## config.mk

```make
export PLATFORM = sky130hd
export DESIGN_NAME = snake_game_ctrl
export DESIGN_NICKNAME = d
export VERILOG_FILES = /design/src/rtl/snake_game_ctrl.sv
export SDC_FILE = /design/constraint.sdc
export NUM_CORES = 1
export LEC_CHECK = 0
export ABC_AREA = 1
export CORE_MARGIN = 2
export CORE_UTILIZATION = 40
export CTS_BUF_LIST = sky130_fd_sc_hd__clkbuf_8
export CTS_CLUSTER_SIZE = 8
export DETAILED_ROUTE_END_ITERATION = 6
export PLACE_DENSITY = 0.77
export SLEW_MARGIN = 40
export SYNTH_ARGS = -nofsm -noshare
export SYNTH_HDL_FRONTEND = slang
export SYNTH_SLANG_ARGS = --single-unit
```

## constraint.sdc

```tcl
create_clock -name clk -period 4.55 [get_ports clk]
set_clock_uncertainty 0.1 [all_clocks]
set_input_delay 0.6825 -clock clk [delete_from_list [all_inputs] [get_ports clk]]
set_output_delay 0.6825 -clock clk [all_outputs]
set_load 0.005 [all_outputs]
```

## src/rtl/snake_game_ctrl.sv

```systemverilog
// Snake game controller: START/PLAY/GAME_OVER state machine, direction register with
// reversal lockout, frame-paced move strobe, saturating score and collision detection.
module snake_game_ctrl #(
  parameter int BIT              = 10,
  parameter int H_ACTIVE         = 640,
  parameter int V_ACTIVE         = 480,
  parameter int BORDER           = 5,
  parameter int FRAMES_PER_STEP  = 8,
  parameter int GAME_OVER_FRAMES = 120
) (
  input  logic           clk,
  input  logic           reset,
  input  logic           frame_tick,
  input  logic           video_active,
  input  logic [BIT-1:0] x_pos,
  input  logic [BIT-1:0] y_pos,
  input  logic           snake_head_active,
  input  logic           snake_body_active,
  input  logic           btn_up,
  input  logic           btn_down,
  input  logic           btn_left,
  input  logic           btn_right,
  output logic [2:0]     direction,
  output logic [1:0]     game_state,
  output logic           update,
  output logic [7:0]     score
);

  typedef enum logic [1:0] {
    ST_START = 2'b00,
    ST_PLAY  = 2'b01,
    ST_OVER  = 2'b11
  } state_t;

  localparam logic [2:0] DIR_IDLE  = 3'd0;
  localparam logic [2:0] DIR_UP    = 3'd1;
  localparam logic [2:0] DIR_DOWN  = 3'd2;
  localparam logic [2:0] DIR_LEFT  = 3'd3;
  localparam logic [2:0] DIR_RIGHT = 3'd4;

  localparam int CNT_MAX = (FRAMES_PER_STEP > GAME_OVER_FRAMES) ? FRAMES_PER_STEP : GAME_OVER_FRAMES;
  localparam int CNT_W   = (CNT_MAX > 1) ? $clog2(CNT_MAX) : 1;
  localparam logic [CNT_W-1:0] STEP_LAST = CNT_W'(FRAMES_PER_STEP - 1);
  localparam logic [CNT_W-1:0] OVER_LAST = CNT_W'(GAME_OVER_FRAMES - 1);

  localparam logic [BIT-1:0] X_LO = BIT'(BORDER);
  localparam logic [BIT-1:0] X_HI = BIT'(H_ACTIVE - BORDER);
  localparam logic [BIT-1:0] Y_LO = BIT'(BORDER);
  localparam logic [BIT-1:0] Y_HI = BIT'(V_ACTIVE - BORDER);

  function automatic logic [7:0] sat_inc(input logic [7:0] v);
    return (v == 8'hFF) ? v : v + 8'd1;
  endfunction

  function automatic logic is_reverse(input logic [2:0] req, input logic [2:0] moved);
    return ((req == DIR_UP)   && (moved == DIR_DOWN))  ||
           ((req == DIR_DOWN) && (moved == DIR_UP))    ||
           ((req == DIR_LEFT) && (moved == DIR_RIGHT)) ||
           ((req == DIR_RIGHT)&& (moved == DIR_LEFT));
  endfunction

  state_t           state, state_n;
  logic [2:0]       last_moved, last_moved_n, direction_n, btn_dir;
  logic             hit_latch, hit_latch_n, update_n, press, hit_now;
  logic [CNT_W-1:0] frame_cnt, frame_cnt_n;
  logic [7:0]       score_n;

  assign press   = btn_up | btn_down | btn_left | btn_right;
  assign btn_dir = btn_up   ? DIR_UP   :
                   btn_down ? DIR_DOWN :
                   btn_left ? DIR_LEFT :
                   btn_right ? DIR_RIGHT : DIR_IDLE;

  assign hit_now = video_active && snake_head_active &&
                   (snake_body_active || (x_pos < X_LO) || (x_pos >= X_HI) ||
                    (y_pos < Y_LO) || (y_pos >= Y_HI));

  always_comb begin
    state_n      = state;
    direction_n  = direction;
    last_moved_n = last_moved;
    hit_latch_n  = hit_latch;
    frame_cnt_n  = frame_cnt;
    update_n     = 1'b0;
    score_n      = score;
    case (state)
      ST_START: begin
        direction_n = DIR_IDLE;
        frame_cnt_n = '0;
        hit_latch_n = 1'b0;
        if (press) begin
          state_n      = ST_PLAY;
          direction_n  = btn_dir;
          last_moved_n = btn_dir;
          score_n      = 8'd0;
        end
      end
      ST_PLAY: begin
        if (press && !is_reverse(btn_dir, last_moved))
          direction_n = btn_dir;
        if (frame_tick) begin
          hit_latch_n = 1'b0;
          if (hit_latch || hit_now) begin
            state_n     = ST_OVER;
            direction_n = DIR_IDLE;
            frame_cnt_n = '0;
          end else if (frame_cnt == STEP_LAST) begin
            // The move uses the direction registered before this cycle's button.
            frame_cnt_n  = '0;
            update_n     = 1'b1;
            score_n      = sat_inc(score);
            last_moved_n = direction;
          end else begin
            frame_cnt_n = frame_cnt + CNT_W'(1);
          end
        end else if (hit_now) begin
          hit_latch_n = 1'b1;
        end
      end
      ST_OVER: begin
        direction_n = DIR_IDLE;
        hit_latch_n = 1'b0;
        if (frame_tick) begin
          if (frame_cnt == OVER_LAST) begin
            state_n     = ST_START;
            frame_cnt_n = '0;
          end else begin
            frame_cnt_n = frame_cnt + CNT_W'(1);
          end
        end
      end
      default: begin
        state_n     = ST_START;
        direction_n = DIR_IDLE;
        frame_cnt_n = '0;
        hit_latch_n = 1'b0;
      end
    endcase
  end

  always_ff @(posedge clk) begin
    if (reset) begin
      state      <= ST_START;
      direction  <= DIR_IDLE;
      last_moved <= DIR_IDLE;
      hit_latch  <= 1'b0;
      frame_cnt  <= '0;
      update     <= 1'b0;
      score      <= 8'd0;
    end else begin
      state      <= state_n;
      direction  <= direction_n;
      last_moved <= last_moved_n;
      hit_latch  <= hit_latch_n;
      frame_cnt  <= frame_cnt_n;
      update     <= update_n;
      score      <= score_n;
    end
  end

  assign game_state = state;

endmodule

```

==> results of run 1 <==
## power groups by stage
stage               Sequential (mW)  Combinational, mW  Clock, mW
floorplan                     0.270              0.148          0
global placement              0.272              0.229          0
detailed placement            0.273              0.232          0
CTS                           0.268              0.233      0.139
global route                  0.272              0.266      0.146
finish                        0.268              0.232      0.130
## path summary, 6_finish.rpt
path,start,end,slack [ps],cells after the start
setup / recovery,y_pos[1],last_moved[2]$_SDFFE_PP0P_,2070,14
hold / removal,frame_cnt[3]$_SDFFE_PP0P_,frame_cnt[3]$_SDFFE_PP0P_,370,2
setup reg to reg,frame_cnt[0]$_SDFFE_PP0P_,last_moved[2]$_SDFFE_PP0P_,2490,9
hold reg to reg,frame_cnt[3]$_SDFFE_PP0P_,frame_cnt[3]$_SDFFE_PP0P_,370,2
## cells by family (layout without fill, tap and decap cells)
group           after synthesis  after routing  share of synthesized area [%]
xor+xnor                      2              2                           1.04
simple gates                163            163                           43.6
flops                        25             25                           29.6
buf+inv                      41             84                           10.2
fa+ha+maj                     2              2                           1.48
compound gates               41             41                           14.1
## metal layers
metal,global-route usage (%),vias to the layer above
met5,0,-
met4,3.92,0
met3,3.65,6
met2,30.1,33
met1,20.3,771
li1,-,965
## worst reg2reg max path: stages (launching register included)
cell and delay [ps]:
dfxtp_1 360, ha_1 210, nand3_1 120, nor4_2 250, nand3_1 140, nand2_1 430
nand2_2 170, nand2_1 90, nand2_1 50, nor2_1 90
## flip-flops by register name (all words and copies together), names as in the netlist
register / flops
game_state: 2
update: 1
last_moved: 3
frame_cnt: 7
hit_latch: 1
direction: 3
score: 8
## cell usage after synthesis
master,instances
inv_2,1
nand3b_1,5
a31oi_4,1
buf_4,1
nor2_4,1
inv_6,1
nor3_1,4
nand2_2,1
nand3_4,1
xnor2_1,1
ha_1,2
o21ai_0,12
nand2_4,1
nor2_8,1
dfxtp_1,25
or2_2,2
o21bai_1,2
o21ai_2,1
nand2_1,78
clkbuf_1,2
inv_4,1
nor2_1,37
o31ai_1,1
nand3_1,30
a21oi_1,22
nor2_2,1
nor4_2,1
o21a_1,1
xor2_1,1
buf_6,1
inv_1,34
a211oi_1,1
## area by class of cell
cell class              count  share of cell area [%]
clock inverters             1                   0.170
flip-flops and latches     25                    22.7
clock buffers               3                    1.88
well taps                  50                    2.84
repair buffers             43                    19.5
multi-input cells         208                    46.2
inverters                  37                    6.65
## through the flow
step                hold WS [ps]  util, %
global placement             352     53.5
global route                 407     54.7
CTS                          370     54.7
detailed placement           357     53.5
finish                       374     54.7
floorplan                    339        -
==> metrics.log, run 1 <==
[metrics] worst setup path category: input pin to flop
[metrics] first-pass detailed-route iteration total: 4
[metrics] Port Buffers: 43
[metrics] Remaining DRCs: 0
[metrics] number of CTS-inserted buffers: 3
[metrics] power share of the clock group: 20.7%
[metrics] Final Instance Count excl. Fillers: 367
[metrics] aggregate global-route resource usage: 16.8%
[metrics] number of instances in the placed design: 363
[metrics] row cnt: 23
[metrics] CTS hold repair buffers: 0
[metrics] setup slack at placement: 1800 ps
[metrics] proportion of power drawn by flip-flops and latches: 42.5%
[metrics] fraction of power spent switching nets: 34.4%
[metrics] DR WL met2: 1.84 mm
[metrics] synthesized netlist net count: 306
[metrics] met1 routed wirelength after detailed routing: 1.77 mm
[metrics] count of antenna diodes in the layout: 0
[metrics] count of synthesis-stage warnings from yosys: 0
[metrics] initial antenna violation count: 0
[metrics] final RePlAce weighted congestion: 0.795
[metrics] total standard cell area after synthesis: 1690 um2
[metrics] standby leakage power: 0.967 nW
[metrics] cell type of the slowest stage on the worst timing path: clkdlybuf4s50_1
[metrics] setup repair after global routing missed its margin: false
[metrics] share of layout cells above drive strength 1: 5.36%
[metrics] post-CTS repair timing setup buffer count: 0
[metrics] quantity of gates resized following cts: 0
[metrics] count of pins over their slew limit: 0
[metrics] vias per std cell: 4.84
[metrics] Die Span X: 69.0 um
[metrics] leading cell types in the layout, fill and taps excluded: nand2_1 (78), clkdlybuf4s50_1 (43), nor2_1 (37)
[metrics] maximum level of the CTS H-tree: 1
[metrics] critical path peak fanout: 17
[metrics] final wirelength: 3.81 mm
[metrics] synthesis-to-finish area growth: 30.3%
[metrics] final number of setup-violating endpoints: 0
[metrics] Congestion Overflow GR: 0
[metrics] hpwl dp: 3.02 mm
[metrics] mean instance size in the synthesized netlist: 6.17 um2
[metrics] first-pass GRT wire length: 6.82 mm
[metrics] # fillers: 399
[metrics] Multi-input gate area: 1020 um2
[metrics] fin area: 2200 um2
[metrics] count of boundary I/O pins: 44
[metrics] CP Data Arrival Time: 2590 ps
[metrics] Comb power frac: 36.8%
[metrics] First DRT Iteration DRCs: 76
[metrics] final number of hold-violating endpoints: 0
[metrics] routed via count: 1775
[metrics] Clock Latency Late Sink: 270 ps
[metrics] area of the die: 4760 um2
[metrics] number of nets with antenna violations after detailed routing: 0
[metrics] maximum buffer depth of the clock tree: 2
[metrics] # clock sinks: 25
[metrics] final clock period utilization by the worst path: 54.4%
[metrics] worst path bufs/invs: 1
[metrics] met3 wirelength from detailed routing: 149 um
[metrics] run status: complete, no violations
[metrics] Largest stage delay, worst path: 430 ps
[metrics] startpoint type of the worst setup path: input pin
[metrics] worst hold-check path type: flop to flop
[metrics] final layout net count: 350
[metrics] Pwr Density: 286 nW/um2
[metrics] die height: 69.0 um
[metrics] Sequential cell area: 500 um2
[metrics] Peak VDD IR: 0.213 mV
[metrics] Max Cap Violations: 0
[metrics] sequential-to-total area share from yosys stat: 29.6%
[metrics] required time of the critical path: 4660 ps
[metrics] total cell area at the placement stage: 2160 um2
[metrics] number of unique standard cell types used by synthesis: 32
[metrics] initial core utilization: 42.0%
[metrics] summed negative setup slack over all endpoints: 0 ps
[metrics] final critical path time including I/O delays and setup: 2480 ps
[metrics] CTS clock-pin slew for the worst setup and hold paths: 90 ps
[metrics] sequence of cells on the critical path: clkdlybuf4s50_1 > nand2_1 > nand2_1 > nand2_1 > nand2_1 > nand2_1 > nand3_1 > o21ai_2 > nand3_1 > nand2_1 > nand2_2 > nand2_1 > nand2_1 > nor2_1
[metrics] Avg WL per Cell: 10.4 um
[metrics] core area: 4030 um2
[metrics] transition time at the pin with the least slew margin: 548 ps
[metrics] leading cell types by total area after synthesis: dfxtp_1 (30%), nand2_1 (17%), nand3_1 (8.9%)
[metrics] endpoint kind of the worst setup timing path: flop
[metrics] CTS tree: yes
[metrics] FMAX: 404 MHz
[metrics] Switching Power: 0.217 mW
[metrics] Rel. slew slack: 63.4%
[metrics] uppermost metal layer occupied by signal nets: met4
[metrics] root buffer cell: clkbuf_8
[metrics] dominant cell type by area after synthesis: dfxtp_1
[metrics] flops & latches, synth: 25
[metrics] post-layout power: 0.630 mW
[metrics] commonest non-fill, non-tap cell in the layout: nand2_1
[metrics] internal power: 0.413 mW
[metrics] kind of cell adding the most delay to the critical path: simple AND/OR/NAND/NOR gates
[metrics] top-area cell type share of the netlist area: 29.6%
[metrics] number of global-route vias before repair: 1673
[metrics] final critical-path setup slack: 2070 ps
[metrics] pin count of the biggest net entering global routing: 18
[metrics] Gate Count Post-Synth: 274
[metrics] cell occurring most often along the worst timing path: nand2_1
No activity file was read; power rests on OpenSTA's default activity.
==> inputs of run 2 (changes only) <==
Clock period 4.55 ns to 2.5 ns, I/O delays scaled along.
==> run 2 against run 1 <==
  * Combinational power increased by 84%
  * Worst setup slack worse by 1600 ps
  * Register-to-register slack lost 1900 ps
  * Via count fell by 0.39%
  * Power grew 84%
  * Cell area rose by 0.74%
  * Clock power increased by 89%
  * Global-route usage is 0.26 points lower
  * Sequential power increased by 82%
  * Largest power group unchanged
==> metrics.log, run 2 (synthesis gave the netlist of run 1 again) <==
[metrics] final critical path time including I/O delays and setup: 2000 ps
[metrics] maximum buffer depth of the clock tree: 2 (unchanged)
[metrics] final layout net count: 352 (+0.57%)
[metrics] count of boundary I/O pins: 44 (unchanged)
[metrics] count of antenna diodes in the layout: 0 (unchanged)
[metrics] Largest stage delay, worst path: 470 ps (+40 ps)
[metrics] # fillers: 399 (unchanged)
[metrics] summed negative setup slack over all endpoints: 0 ps (unchanged)
[metrics] pin count of the biggest net entering global routing: 18 (unchanged)
[metrics] root buffer cell: clkbuf_8
[metrics] leading cell types in the layout, fill and taps excluded: nand2_1 (78), clkdlybuf4s50_1 (43), nor2_1 (37)
[metrics] initial core utilization: 42.0% (unchanged)
[metrics] critical path peak fanout: 5 (-12)
[metrics] area of the die: 4760 um2 (unchanged)
[metrics] final number of setup-violating endpoints: 0 (unchanged)
[metrics] die height: 69.0 um (unchanged)
[metrics] Hold Path Depth: 2 (unchanged)
[metrics] count of pins over their slew limit: 0 (unchanged)
[metrics] post-CTS repair timing setup buffer count: 0 (unchanged)
[metrics] endpoint kind of the worst setup timing path: flop
[metrics] Multi-input gate area: 1020 um2 (unchanged)
[metrics] Final Instance Count excl. Fillers: 369 (+0.54%)
[metrics] core area: 4030 um2 (unchanged)
[metrics] CTS clock-pin slew for the worst setup and hold paths: 90 ps (about the same)
[metrics] FMAX: 500 MHz
[metrics] CTS tree: yes
[metrics] standby leakage power: 0.975 nW (+0.83%)
[metrics] CTS hold repair buffers: 0 (unchanged)
[metrics] required time of the critical path: 2610 ps (-2050 ps)
[metrics] sequence of cells on the critical path: clkdlybuf4s50_1 > nor3_1 > nand2_1 > nand3_1 > nand3_1 > nand2_1 > inv_1 > o21ai_0 > nand2_1 > a21oi_1
[metrics] vias per std cell: 4.79 (-0.93%)
[metrics] Avg WL per Cell: 10.6 um (+2.0%)
[metrics] Remaining DRCs: 0 (unchanged)
[metrics] Peak VDD IR: 0.331 mV (+55%)
[metrics] worst setup path category: input pin to flop
[metrics] # clock sinks: 25 (unchanged)
[metrics] First DRT Iteration DRCs: 94 (+24%)
[metrics] final number of hold-violating endpoints: 0 (unchanged)
[metrics] maximum level of the CTS H-tree: 1 (unchanged)
[metrics] startpoint type of the worst setup path: input pin
[metrics] transition time at the pin with the least slew margin: 469 ps (-78.9 ps)
[metrics] number of cells traversed by the worst register-to-register path: 10 (+1)
[metrics] share of layout cells above drive strength 1: 6.27% (+0.91 points)
[metrics] first-pass detailed-route iteration total: 4 (unchanged)
[metrics] synthesis-to-finish area growth: 31.2%
[metrics] worst hold slack: 388 ps (+14.5 ps)
[metrics] initial antenna violation count: 0 (unchanged)
[metrics] quantity of gates resized following cts: 0 (unchanged)
[metrics] largest reg by FF count: score
[metrics] number of nets with antenna violations after detailed routing: 0 (unchanged)
[metrics] setup slack at placement: 225 ps (-1580 ps)
[metrics] Max Cap Violations: 0 (unchanged)
[metrics] first-pass GRT wire length: 6.78 mm (-0.72%)
[metrics] final RePlAce weighted congestion: 0.825 (+3.9%)
[metrics] cell type of the slowest stage on the worst timing path: clkdlybuf4s50_1
[metrics] final critical-path setup slack: 501 ps (-1570 ps)
[metrics] Die Span X: 69.0 um (unchanged)
[metrics] cell occurring most often along the worst timing path: nand2_1
[metrics] run status: complete, no violations
[metrics] number of global-route vias before repair: 1642 (-1.9%)
[metrics] Port Buffers: 43 (unchanged)
[metrics] Rel. slew slack: 68.7% (+5.3 points)
[metrics] Congestion Overflow GR: 0 (unchanged)
[metrics] CP Data Arrival Time: 2110 ps (-480 ps)
[metrics] aggregate global-route resource usage: 16.5% (-0.26 points)
[metrics] routed via count: 1768 (-0.39%)
[metrics] number of CTS-inserted buffers: 3 (unchanged)
[metrics] number of instances in the placed design: 365 (+0.55%)
[metrics] Pwr Density: 524 nW/um2 (+83%)
[metrics] row cnt: 23 (unchanged)
[metrics] max reg flops: 8 (unchanged)
[metrics] Sequential cell area: 500 um2 (unchanged)
[metrics] setup repair after global routing missed its margin: false
[metrics] Clock Latency Late Sink: 270 ps (about the same)
[metrics] registers with the highest flip-flop counts: score x8, frame_cnt x7
[metrics] worst hold-check path type: flop to flop
[metrics] final wirelength: 3.91 mm (+2.5%)
[metrics] final clock period utilization by the worst path: 80.0%
[metrics] hpwl dp: 3.05 mm (+1.1%)
[metrics] commonest non-fill, non-tap cell in the layout: nand2_1
## run 2: layer usage
layer	track usage, %	vias up	wire length, um
met2	30.1	22	1900
met5	0	-	0
li1	-	970	-
met1	19.7	771	1860
met4	3.70	0	30
met3	3.51	5	118
## run 2: critical path, delay by kind of cell
family / cells / cell delay (ps)
compound gates: 2 / 260
simple gates: 6 / 920
buf+inv: 2 / 550
## run 2: final cells by class
cell class              count  share of cell area (%)
clock buffers               3                    1.86
clock inverters             1                   0.226
inverters                  37                    6.60
multi-input cells         208                    45.9
flip-flops and latches     25                    22.6
well taps                  50                    2.82
repair buffers             45                    20.1
## run 2: worst paths after layout
kind,from,end,slack [ps]
setup / recovery,btn_up,direction[0]$_SDFF_PP0_,500
hold / removal,frame_cnt[3]$_SDFFE_PP0P_,frame_cnt[3]$_SDFFE_PP0P_,390
setup reg to reg,score[0]$_SDFFE_PP0P_,score[6]$_SDFFE_PP0P_,580
hold reg to reg,frame_cnt[3]$_SDFFE_PP0P_,frame_cnt[3]$_SDFFE_PP0P_,390
## run 2: through the flow
step,area [um2],power [mW],utilization (%)
2_1_floorplan,1690,0.761,-
3_5_place_dp,2170,0.926,53.9
4_1_cts,2220,1.17,55.1
6_report,2220,1.16,55.1
5_1_grt,2220,1.25,55.1
3_3_place_gp,2170,0.917,53.9
## run 2: report_power, final
part,total (mW),leakage [nW],internal (mW),switching (mW)
logic,0.427,0.744,0.204,0.224
clock network,0.246,0.0255,0.112,0.134
registers,0.488,0.205,0.442,0.0460
==> inputs of run 3 (changes only) <==
Settings changed: PLACE_DENSITY 0.77 to 0.79.
Clock period 2.5 ns to 1.8 ns, I/O delays scaled along.
==> run 3 against run 2 <==
  * Non-clock buffer count is 35 higher
  * Clock-buffer cell count unchanged
  * Sequential share of layout area down 4.1 points
  * Flip-flop and latch count unchanged
  * The run now ends with setup timing left
  * Routed wire length up 34%
  * Hold slack got worse by 17 ps
  * Critical endpoint is now score[2]$_SDFFE_PP0P_
  * Critical path type is now flop to flop
  * First-iteration DRC count increased by 68%
  * Final cell count up 9.5%
==> metrics.log, run 3 (synthesis gave the netlist of run 1 again) <==
[metrics] area of the die: 4760 um2 (unchanged)
[metrics] row cnt: 23 (unchanged)
[metrics] count of antenna diodes in the layout: 0 (unchanged)
[metrics] sequence of cells on the critical path: ha_4 > nand2_2 > inv_2 > nand2_4 > nor2_4 > nand2_2 > nor2_4 > a31oi_4 > clkbuf_16 > nand3_1 > nand2_1 > nor2_1
[metrics] leading cell types in the layout, fill and taps excluded: nand2_1 (72), clkdlybuf4s50_1 (40), nor2_1 (33), inv_1 (33), buf_4 (33)
[metrics] worst hold slack: 372 ps (-17.0 ps)
[metrics] First DRT Iteration DRCs: 158 (+68%)
[metrics] first-pass GRT wire length: 7.55 mm (+11%)
[metrics] Peak VDD IR: 0.331 mV (about the same)
[metrics] Die Span X: 69.0 um (unchanged)
[metrics] final RePlAce weighted congestion: 0.803 (-2.8%)
[metrics] initial core utilization: 42.0% (unchanged)
[metrics] worst hold-check path type: flop to flop
[metrics] # fillers: 323 (-19%)
[metrics] critical path peak fanout: 8 (+3)
[metrics] Avg WL per Cell: 12.9 um (+22%)
[metrics] hpwl dp: 3.38 mm (+11%)
[metrics] aggregate global-route resource usage: 18.5% (+2.0 points)
[metrics] standby leakage power: 1.22 nW (+25%)
[metrics] die height: 69.0 um (unchanged)
[metrics] Clock Latency Late Sink: 280 ps (about the same)
[metrics] vias per std cell: 5.08 (+6.1%)
[metrics] endpoint kind of the worst setup timing path: flop
[metrics] count of pins over their slew limit: 0 (unchanged)
[metrics] internal power: 1.22 mW (+60%)
[metrics] setup repair after global routing missed its margin: true
[metrics] pin count of the biggest net entering global routing: 17 (-1)
[metrics] FMAX: 539 MHz
[metrics] kind of cell adding the most delay to the critical path: simple AND/OR/NAND/NOR gates
[metrics] number of nets with antenna violations after detailed routing: 0 (unchanged)
[metrics] CTS hold repair buffers: 0 (unchanged)
[metrics] power share of the clock group: 19.0% (-2.2 points)
[metrics] share of layout cells above drive strength 1: 26.6% (+20 points)
[metrics] Max Cap Violations: 0 (unchanged)
[metrics] Multi-input gate area: 1190 um2 (+17%)
[metrics] core area: 4030 um2 (unchanged)
[metrics] max reg flops: 8 (unchanged)
[metrics] # clock sinks: 25 (unchanged)
[metrics] synthesis-to-finish area growth: 61.4%
[metrics] Remaining DRCs: 0 (unchanged)
[metrics] Sequential cell area: 504 um2 (+0.75%)
[metrics] maximum buffer depth of the clock tree: 2 (unchanged)
[metrics] Port Buffers: 43 (unchanged)
[metrics] number of global-route vias before repair: 1773 (+8.0%)
[metrics] Switching Power: 0.697 mW (+73%)
[metrics] final clock period utilization by the worst path: 103%
[metrics] Congestion Overflow GR: 0 (unchanged)
[metrics] first-pass detailed-route iteration total: 5 (+1)
[metrics] final number of setup-violating endpoints: 1 (+1)
[metrics] count of boundary I/O pins: 44 (unchanged)
[metrics] largest reg by FF count: score
[metrics] run status: complete, but fails checks
[metrics] core utilization of the finished layout: 67.7% (+13 points)
[metrics] number of CTS-inserted buffers: 3 (unchanged)
[metrics] maximum level of the CTS H-tree: 1 (unchanged)
[metrics] Rel. slew slack: 75.4% (+6.7 points)
[metrics] final wirelength: 5.23 mm (+34%)
[metrics] commonest non-fill, non-tap cell in the layout: nand2_1
[metrics] cell type of the slowest stage on the worst timing path: dfxtp_2
[metrics] CTS tree: yes
[metrics] worst path bufs/invs: 2 (unchanged)
[metrics] transition time at the pin with the least slew margin: 369 ps (-100 ps)
[metrics] CTS clock-pin slew for the worst setup and hold paths: 100 ps (about the same)
[metrics] initial antenna violation count: 0 (unchanged)
[metrics] final number of hold-violating endpoints: 0 (unchanged)
[metrics] Comb power frac: 45.1% (+8.3 points)
[metrics] startpoint type of the worst setup path: flop
[metrics] violated checks: setup timing
[metrics] final critical-path setup slack: -56.8 ps (-558 ps)
[metrics] fraction of power spent switching nets: 36.4% (+1.7 points)
[metrics] required time of the critical path: 1920 ps (-690 ps)
[metrics] root buffer cell: clkbuf_8
[metrics] Pwr Density: 701 nW/um2 (+34%)
[metrics] final layout net count: 387 (+9.9%)
[metrics] routed via count: 2053 (+16%)
[metrics] registers with the highest flip-flop counts: score x8, frame_cnt x7
[metrics] Largest stage delay, worst path: 370 ps (-100 ps)
[metrics] worst setup path category: flop to flop
[metrics] proportion of power drawn by flip-flops and latches: 35.9% (-6.1 points)
[metrics] CP Data Arrival Time: 1970 ps (-140 ps)
[metrics] final critical path time including I/O delays and setup: 1860 ps
[run 3: cell types whose count changed in the layout (fill, tap and decap cells not counted), moves of 6 or more]
cell	change
buf_4	+31
nand3_1	-10
nand3_2	+9
a21oi_2	+10
a21oi_1	-10
nand2_1	-6
[run 3: stage by stage]
step / instances / power [mW] / setup WS, ps / instance area (um2) / TNS, ps
floorplan: 274 / 1.06 / 48.9 / 1690 / 0
global placement: 393 / 1.38 / -173 / 2410 / -3540
detailed placement: 393 / 1.40 / -235 / 2410 / -4550
CTS: 397 / 1.76 / 0.507 / 2460 / 0
global route: 404 / 2.02 / -121 / 2730 / -873
finish: 404 / 1.91 / -56.8 / 2730 / -56.8
[run 3: final timing paths]
check | start | endpoint | slack [ps] | cells past startpoint
setup reg to reg | score[0]$_SDFFE_PP0P_ | score[2]$_SDFFE_PP0P_ | -60 | 12
hold / removal | frame_cnt[3]$_SDFFE_PP0P_ | frame_cnt[3]$_SDFFE_PP0P_ | 370 | 2
setup / recovery | score[0]$_SDFFE_PP0P_ | score[2]$_SDFFE_PP0P_ | -60 | 12
hold reg to reg | frame_cnt[3]$_SDFFE_PP0P_ | frame_cnt[3]$_SDFFE_PP0P_ | 370 | 2
[run 3: power by group through the flow]
stage | Clock, mW | Sequential, mW | Combinational [mW]
after floorplan | 0 | 0.683 | 0.374
after global placement | 0 | 0.678 | 0.704
after detailed placement | 0 | 0.682 | 0.722
after CTS | 0.369 | 0.669 | 0.727
after global routing | 0.391 | 0.694 | 0.940
final | 0.363 | 0.686 | 0.863
[run 3: what timing repair did]
action	in CTS	in global routing
gates cloned	0	2
pin swaps	0	19
endpoints found under the setup margin	8	23
gates resized for setup	1	49
buffers inserted	0	5
[run 3: layout make-up]
type                            instances  share of cell area, %
Clock inverter                          1                  0.275
Multi-Input combinational cell        208                   43.6
Inverter                               37                   5.37
Tap cell                               50                   2.29
Timing Repair Buffer                   80                   28.4
Clock buffer                            3                   1.51
Sequential cell                        25                   18.5
[run 3: metal layers]
layer  up-vias  global-route usage [%]  share of wire, %
met4         0                    5.66               2.5
met3        16                    2.63               4.0
met5         -                       0                 0
met1       942                    23.7                41
li1       1036                       -                 -
met2        59                    32.2                52
[run 3: worst min-delay path, cell delays in order, from the launching register on]
cell	delay [ps]
dfxtp_1	330
nand2_1	60
a21oi_1	50
